[src/rtl/spi_reg_bank_if.sv]
// spi_reg_bank_if: SPI pin bundle between an SPI controller and the register bank.
//   sclk, copi, ncs : controller -> peripheral (asynchronous to clk)
//   cipo, cipo_oe   : peripheral -> pad
interface spi_reg_bank_if;
    logic sclk;
    logic copi;
    logic ncs;
    logic cipo;
    logic cipo_oe;
    modport master (output sclk, copi, ncs, input cipo, cipo_oe);
    modport slave (input sclk, copi, ncs, output cipo, cipo_oe);
endinterface

[src/rtl/spi_reg_bank.sv]
// spi_reg_bank: SPI mode-0 peripheral exposing NUM_REGS x DATA_W registers with write and read-back frames.
//   clk, rst_n : system clock, asynchronous active-low reset
//   spi        : SPI pins (sclk/copi/ncs in, cipo/cipo_oe out)
//   regs_o     : register contents, register i at [i*DATA_W +: DATA_W]
//   wr_stb     : one-cycle pulse per committed write, wr_addr holds its address
//   frame_err  : one-cycle pulse per rejected frame
module spi_reg_bank #(
    parameter int NUM_REGS = 4,
    parameter int DATA_W = 8
) (
    input  logic                       clk,
    input  logic                       rst_n,
    spi_reg_bank_if.slave              spi,
    output logic [NUM_REGS*DATA_W-1:0] regs_o,
    output logic                       wr_stb,
    output logic [6:0]                 wr_addr,
    output logic                       frame_err
);
    localparam int FRAME_W = 8 + DATA_W;
    localparam int CW = $clog2(FRAME_W + 2);
    localparam int AW = NUM_REGS > 1 ? $clog2(NUM_REGS) : 1;
    logic [2:0] sclk_q, ncs_q;
    logic [1:0] copi_q, vld;
    logic armed, rd, cipo_r;
    logic [CW-1:0] cnt;
    logic [FRAME_W-1:0] rx, rx_n;
    logic [DATA_W-1:0] tx;
    logic [DATA_W-1:0] regs [NUM_REGS];
    logic [6:0] rx_addr, rd_addr;
    logic sclk_rise, sclk_fall, ncs_rise, ncs_fall, rx_ok, rd_ok;

    assign sclk_rise = sclk_q[1] & ~sclk_q[2];
    assign sclk_fall = ~sclk_q[1] & sclk_q[2];
    assign ncs_rise = ncs_q[1] & ~ncs_q[2];
    assign ncs_fall = ~ncs_q[1] & ncs_q[2];
    assign rx_n = {rx[FRAME_W-2:0], copi_q[1]};
    assign rx_addr = rx[FRAME_W-2 -: 7];
    // Address of a read as it completes: the 8th bit is still being shifted in.
    assign rd_addr = rx_n[6:0];
    assign rx_ok = cnt == CW'(FRAME_W) && {1'b0, rx_addr} < 8'(NUM_REGS);
    assign rd_ok = {1'b0, rd_addr} < 8'(NUM_REGS);
    assign spi.cipo = cipo_r;
    assign spi.cipo_oe = ~ncs_q[1];

    for (genvar i = 0; i < NUM_REGS; i++) begin : g_flat
        assign regs_o[i*DATA_W +: DATA_W] = regs[i];
    end

    // armed stays low after reset until ncs is seen high through the synchroniser,
    // so a chip select still low at reset release cannot open a frame.
    always_ff @(posedge clk or negedge rst_n) begin
        if (!rst_n) begin
            sclk_q <= '0;
            copi_q <= '0;
            ncs_q <= '1;
            vld <= '0;
            armed <= 1'b0;
            cnt <= '0;
            rx <= '0;
            tx <= '0;
            rd <= 1'b0;
            cipo_r <= 1'b0;
            wr_stb <= 1'b0;
            wr_addr <= '0;
            frame_err <= 1'b0;
            for (int i = 0; i < NUM_REGS; i++) regs[i] <= '0;
        end else begin
            sclk_q <= {sclk_q[1:0], spi.sclk};
            copi_q <= {copi_q[0], spi.copi};
            ncs_q <= {ncs_q[1:0], spi.ncs};
            vld <= {vld[0], 1'b1};
            armed <= armed | (vld[1] & ncs_q[1]);
            wr_stb <= 1'b0;
            frame_err <= 1'b0;
            if (armed && ncs_fall) begin
                cnt <= '0;
                rx <= '0;
                rd <= 1'b0;
            end else if (armed && ncs_rise) begin
                // A coincident sclk edge is dropped: the commit sees the prior state.
                if (rx_ok && rx[FRAME_W-1]) begin
                    regs[rx_addr[AW-1:0]] <= rx[DATA_W-1:0];
                    wr_stb <= 1'b1;
                    wr_addr <= rx_addr;
                end else if (!rx_ok) begin
                    frame_err <= 1'b1;
                end
                rd <= 1'b0;
            end else if (armed && !ncs_q[1]) begin
                if (sclk_rise) begin
                    rx <= rx_n;
                    if (cnt != CW'(FRAME_W + 1)) cnt <= cnt + 1'b1;
                    if (cnt == CW'(7) && !rx_n[7]) begin
                        rd <= 1'b1;
                        tx <= rd_ok ? regs[rd_addr[AW-1:0]] : '0;
                    end
                end
                if (sclk_fall && rd) begin
                    cipo_r <= tx[DATA_W-1];
                    tx <= tx << 1;
                end
            end
            if (!armed || ncs_q[1]) cipo_r <= 1'b0;
        end
    end
endmodule
[src/flat_wrapper.sv]
// flat-port wrapper written by rule: the top's interface ports become plain ports
module spi_reg_bank_flat 
#(
    parameter int NUM_REGS = 4,
    parameter int DATA_W = 8
)
  (clk, rst_n, regs_o, wr_stb, wr_addr, frame_err, spi_sclk, spi_copi, spi_ncs, spi_cipo, spi_cipo_oe);
  spi_reg_bank_if spi_i ();
  input  logic clk;
  input  logic rst_n;
  output logic [NUM_REGS*DATA_W-1:0] regs_o;
  output logic wr_stb;
  output logic [6:0] wr_addr;
  output logic frame_err;
  input wire logic [$bits(spi_i.sclk)-1:0] spi_sclk;
  input wire logic [$bits(spi_i.copi)-1:0] spi_copi;
  input wire logic [$bits(spi_i.ncs)-1:0] spi_ncs;
  output wire logic [$bits(spi_i.cipo)-1:0] spi_cipo;
  output wire logic [$bits(spi_i.cipo_oe)-1:0] spi_cipo_oe;
  assign spi_i.sclk = spi_sclk;
  assign spi_i.copi = spi_copi;
  assign spi_i.ncs = spi_ncs;
  assign spi_cipo = spi_i.cipo;
  assign spi_cipo_oe = spi_i.cipo_oe;
  spi_reg_bank #(.NUM_REGS(NUM_REGS), .DATA_W(DATA_W)) u_core (.clk(clk), .rst_n(rst_n), .spi(spi_i), .regs_o(regs_o), .wr_stb(wr_stb), .wr_addr(wr_addr), .frame_err(frame_err));
endmodule
[config.mk]
export PLATFORM = sky130hd
export DESIGN_NAME = spi_reg_bank_flat
export DESIGN_NICKNAME = d
export VERILOG_FILES = /design/src/rtl/spi_reg_bank_if.sv /design/src/rtl/spi_reg_bank.sv /design/src/flat_wrapper.sv
export SDC_FILE = /design/constraint.sdc
export NUM_CORES = 1
export LEC_CHECK = 0
export CAP_MARGIN = 20
export CORE_MARGIN = 5
export CORE_UTILIZATION = 50
export CTS_BUF_LIST = sky130_fd_sc_hd__clkbuf_4 sky130_fd_sc_hd__clkbuf_8 sky130_fd_sc_hd__clkbuf_16
export CTS_CLUSTER_DIAMETER = 150
export CTS_CLUSTER_SIZE = 20
export DETAILED_ROUTE_END_ITERATION = 7
export GPL_TIMING_DRIVEN = 0
export PLACE_DENSITY = 0.74
export SYNTH_ARGS = -nofsm -noshare
export SYNTH_HDL_FRONTEND = slang
export SYNTH_SLANG_ARGS = --single-unit
[constraint.sdc]
create_clock -name clk -period 4.5 [get_ports clk]
set_input_delay 0.45 -clock clk [delete_from_list [all_inputs] [get_ports clk]]
set_output_delay 0.45 -clock clk [all_outputs]
set_load 0.1 [all_outputs]
Word-level counts from Yosys, hierarchy flattened

Cells that the tools add are included.

Add/sub/neg operators: 1
$lt $le $gt $ge: 5
Equal/unequal tests: 6
Mux-type cells: 36
Bitwise operators: 14
Reduce and logical (&&, ||, !) cells: 28

Operator list:

| cell                                                                          | number |
|---|---|
| 16-bit 2-to-1 mux                                                             | 4 |
| 8-bit 2-to-1 mux                                                              | 7 |
| 32-bit bitwise mux                                                            | 1 |
| 5-bit 2-to-1 mux                                                              | 5 |
| 1-bit 2-to-1 mux                                                              | 17 |
| 8-bit binary-select mux with 2-bit select                                     | 1 |
| 8-bit demux with 2-bit select                                                 | 1 |
| 7-bit by 3-bit less-than comparator with 1-bit output (second input constant) | 2 |
| 2-bit nonzero test                                                            | 7 |
| 3-bit AND reduction                                                           | 3 |
| 3-bit nonzero test                                                            | 3 |
| 1-bit logical AND                                                             | 8 |
| 4-bit AND reduction                                                           | 2 |
| 3-bit >= comparator (second input constant)                                   | 2 |
| 1-bit inverter                                                                | 6 |
| 2-bit inverter with 3-bit output                                              | 2 |
| 5-bit by 1-bit adder with 5-bit output (second input constant)                | 1 |
| 1-bit bitwise AND                                                             | 5 |
| 5-bit by 3-bit == test with 1-bit output (second input constant)              | 1 |
| 5-bit == test (second input constant)                                         | 1 |
| 5-bit != test (second input constant)                                         | 1 |
| 5-bit AND reduction                                                           | 1 |
| 2-bit != test (second input constant)                                         | 2 |
| 1-bit zero test                                                               | 3 |
| 4 further kinds                                                               | 4 |

Register bits after elaboration: 83
Bits of input ports: 5
Output and inout port bits: 43
Word-level logic and storage cells: 107

Depth between registers and ports, before layout

Depth in word-level cells: 8
Depth in mapped cells: 7
Depth with buffers taken out: 6

Worst setup path before layout

OpenSTA, ideal clock, no wires.

Kind: reg-to-reg
Start: register u_core.rx[14]
End: register u_core.regs (netlist bit u_core.regs_o[16])
Arrival: 2258 ps
Path slack: 2117 ps
Stages on the path, launching flop included: 6
Buffers on the path: 1
Period minus slack after synthesis: 2383 ps
Path through: dfrtp_1 > or4_1 > or4_1 > buf_6 > nor3b_4 > mux2_2

Word-level cells in the longest chain between the ends: 4

RTL lines:

| what                                                  | line               | RTL |
|---|---|---|
| from (decl)                                           | spi_reg_bank.sv:26 | `logic [FRAME_W-1:0] rx, rx_n;` |
| from (signal assigned)                                | spi_reg_bank.sv:91 | `rx <= rx_n;` |
| 7-bit by 3-bit less-than comparator with 1-bit output | spi_reg_bank.sv:40 | `assign rx_ok = cnt == CW'(FRAME_W) && {1'b0, rx_addr} < 8'(NUM_REGS);` |
| 1-bit logical AND                                     | spi_reg_bank.sv:40 |  |
| 1-bit logical AND                                     | spi_reg_bank.sv:81 | `if (rx_ok && rx[FRAME_W-1]) begin` |
| 3-bit AND reduction (no line)                         | -                  |  |
| to (signal, indexed assignment)                       | spi_reg_bank.sv:82 | `regs[rx_addr[AW-1:0]] <= rx[DATA_W-1:0];` |
| to (decl)                                             | spi_reg_bank.sv:28 | `logic [DATA_W-1:0] regs [NUM_REGS];` |

Every way passes these cells.
A chain may end at the register's enable or synchronous reset.

Final worst setup path

Start: register u_core.rx[14]
End: register u_core.regs (netlist bit u_core.regs_o[17])

The elaborated chain is that of the path after synthesis.

==> results_dict.tcl <==
set metrics [dict create \
    status "finished clean" \
    drt-initial-drc-count 183 \
    tritoncts "yes" \
    yosys-top-cells-area "dfrtp_1 (57%), mux2_2 (13%), mux4_2 (5.1%), nand2_1 (3.8%), a21oi_1 (2.7%)" \
    clk_pin_slew_ps 90 \
    p_leak_nw 1.93 \
    core-area_sq_um 6830 \
    clock_latency_ps 360 \
    root_buffer "clkbuf_8" \
    die_h_um 94.0 \
    die_w_um 94.0 \
    ctsResizeCount 0 \
    cp-start-kind "flip-flop" \
    grt_max_degree 68 \
    dp.cells 416 \
    syn2layout_area_growth_pct 23.4 \
    syn_area_sq_um 3530 \
    ys_warn_count 0 \
    r2r_cells 5 \
    cts-buffers-inserted 9 \
    synth_edf_count 0 \
    routed_wl_mm 7.63 \
    grt_pass1_vias 2494 \
    worstSetupEndpointType "flip-flop" \
    powerDensity_nw_per_um2 317 \
    finalClockSkew_ps 9.88 \
    fin_crit_sh_pct 60.1 \
    worst_pin_slew_ps 999 \
    worstPathMaxFanout 10 \
    syn_inst 272 \
    num_antenna_cells 0 \
    maxCapViolations 0 \
    dr.pass1.iters 4 \
    grt-ovfl-total 0 \
    drive_gt1_share_pct 21.7 \
    ant_nets 0 \
    synth_top_area_share_pct 56.7 \
    pin_count 48 \
    ys_seq_area_share_pct 58.9 \
    rows 30 \
    drc 0 \
    vias_per_cell 5.60 \
    final-setup-viol-count 0 \
    worstHoldPathCells 0 \
    die_area_sq_um 8840 \
    instances_no_fill 433 \
    final_hold_viol_count 0 \
    vias 2425 \
    ys_async_sr_fraction_pct 100 \
    tns_ps 0 \
    hold_ws_ps 350 \
    synth_area_per_cell_sq_um 13.0 \
    setup_slack_ps 1800 \
    synth_cell_types 41 \
    peakVddDrop_uv 230 \
    synth_fp_nets 280 \
    start_util_pct 51.7 \
    period_needed_ps 2700 \
    hp-class "reg -> reg" \
    yosysTopAreaCell "dfrtp_1" \
    grt_usage_pct 19.0 \
    required_ps 4750 \
    dp_hpwl_mm 5.14 \
    total_power_w 0.00138 \
    maxSlewViolCount 0 \
    critPathArrivalTime_ps 2950 \
    synth_seq_cells 83 \
    clockBufferDepth 2 \
    cts_max_level 3 \
    relSlewSlack_pct 33.2 \
    pre_cts_ws_ps 1810 \
    clock_sinks 83 \
    port_buffers 47 \
    wl_per_cell_um 17.6 \
    grt_first_pass_wirelength_mm 12.8 \
    synthFlopType "dfrtp_1" \
    cts_setup_buffers 0 \
    fmax_mhz 370 \
    gp_congestion 0.799 \
    critPathKind "reg -> reg" \
    antenna_found_initial 0 \
    final_nets 340 \
    rsz0062_at_grt "false" \
]
## cells in the final DEF, fill, tap and decap left out, drive strengths merged, types with 5 or more instances in the layout
cell type / n
a21oi: 19
a22o: 7
and2: 6
clkbuf: 19
clkdlybuf4s50: 46
dfrtp: 80
inv: 8
mux2: 41
mux4: 8
nand2: 36
nand3: 5
nand4: 5
nor2: 6
o21ai: 5
## per-stage QoR
step | area, sq um | utilization [%]
after floorplan | 3530 | -
after global placement | 4120 | 60.3
after detailed placement | 4150 | 60.7
after CTS | 4360 | 63.8
after global routing | 4360 | 63.8
final | 4360 | 63.8
## registers in the layout (all words and copies together), names as in the netlist, 3 cells and up
name            flops
u_core.rx          16
u_core.sclk_q       3
u_core.tx           8
u_core.regs_o      32
u_core.cnt          5
u_core.wr_addr      7
u_core.ncs_q        3
## cell usage after synthesis, types with 5 or more instances
cell       n
nand4_1    5
inv_1      6
dfrtp_1   80
nand3_1    5
a21oi_1   19
o21ai_0    5
and2_1     6
clkbuf_1  10
nor2_1     6
nand2_1   36
mux2_2    40
a22o_1     7
mux4_2     8
## cell type report
class	count	area, sq um
well taps	96	120
clock inverters	7	76.3
inverters	6	22.5
repair buffers	49	505
clock buffers	9	124
flip-flops and latches	83	2080
fillers	549	2470
plain buffers	12	52.6
multi-input cells	171	1380
## final timing paths
kind                            slack [ps]                             to                       from
worst max-delay path                  1800  u_core.regs_o[17]$_DFFE_PN0P_  u_core.rx[14]$_DFFE_PN0P_
worst min-delay path                   350        u_core.vld[1]$_DFF_PN0_    u_core.vld[0]$_DFF_PN0_
worst max register to register        1800  u_core.regs_o[17]$_DFFE_PN0P_  u_core.rx[14]$_DFFE_PN0P_
worst min register to register         350        u_core.vld[1]$_DFF_PN0_    u_core.vld[0]$_DFF_PN0_
max in group asynchronous             3360      u_core.ncs_q[2]$_DFF_PN1_                      rst_n
min in group asynchronous              520  u_core.regs_o[13]$_DFFE_PN0P_                      rst_n
## per-layer routing
metal | up-vias | share of wire, % | routed length [um] | track usage [%]
li1 | 1106 | - | - | -
met1 | 1254 | 45 | 3440 | 27.2
met2 | 55 | 49 | 3730 | 28.9
met3 | 10 | 4.5 | 344 | 3.61
met4 | 0 | 1.5 | 112 | 7.22
met5 | - | 0 | 0 | 0
## worst max-delay path: stages (launching register included)
cell and delay [ps]:
dfrtp_1 390, or4_1 550, or4_1 520, buf_6 180
nor3b_4 550, mux2_2 410
## power breakdown
part / total (W) / leakage, nW / internal (W) / switching (W)
logic: 0.0000686 / 0.705 / 0.0000210 / 0.0000476
clock network: 0.000543 / 0.0962 / 0.000260 / 0.000282
registers: 0.000768 / 1.13 / 0.000756 / 0.0000123
## kinds of logic after synthesis
family / after synthesis / share of synthesized area, %
xor+xnor: 1 / 0.248
other cells: 1 / 0.106
fa+ha+maj: 3 / 1.06
flops: 83 / 58.9
compound gates: 37 / 6.52
simple gates: 79 / 12.5
mux: 50 / 18.5
buf+inv: 18 / 2.13
## repair_timing
action | CTS | global route
hold endpoints to repair | 16 | 0
endpoints found under the setup margin | 0 | 0
hold buffers | 1 | 0
No activity file was read; power rests on OpenSTA's default activity.
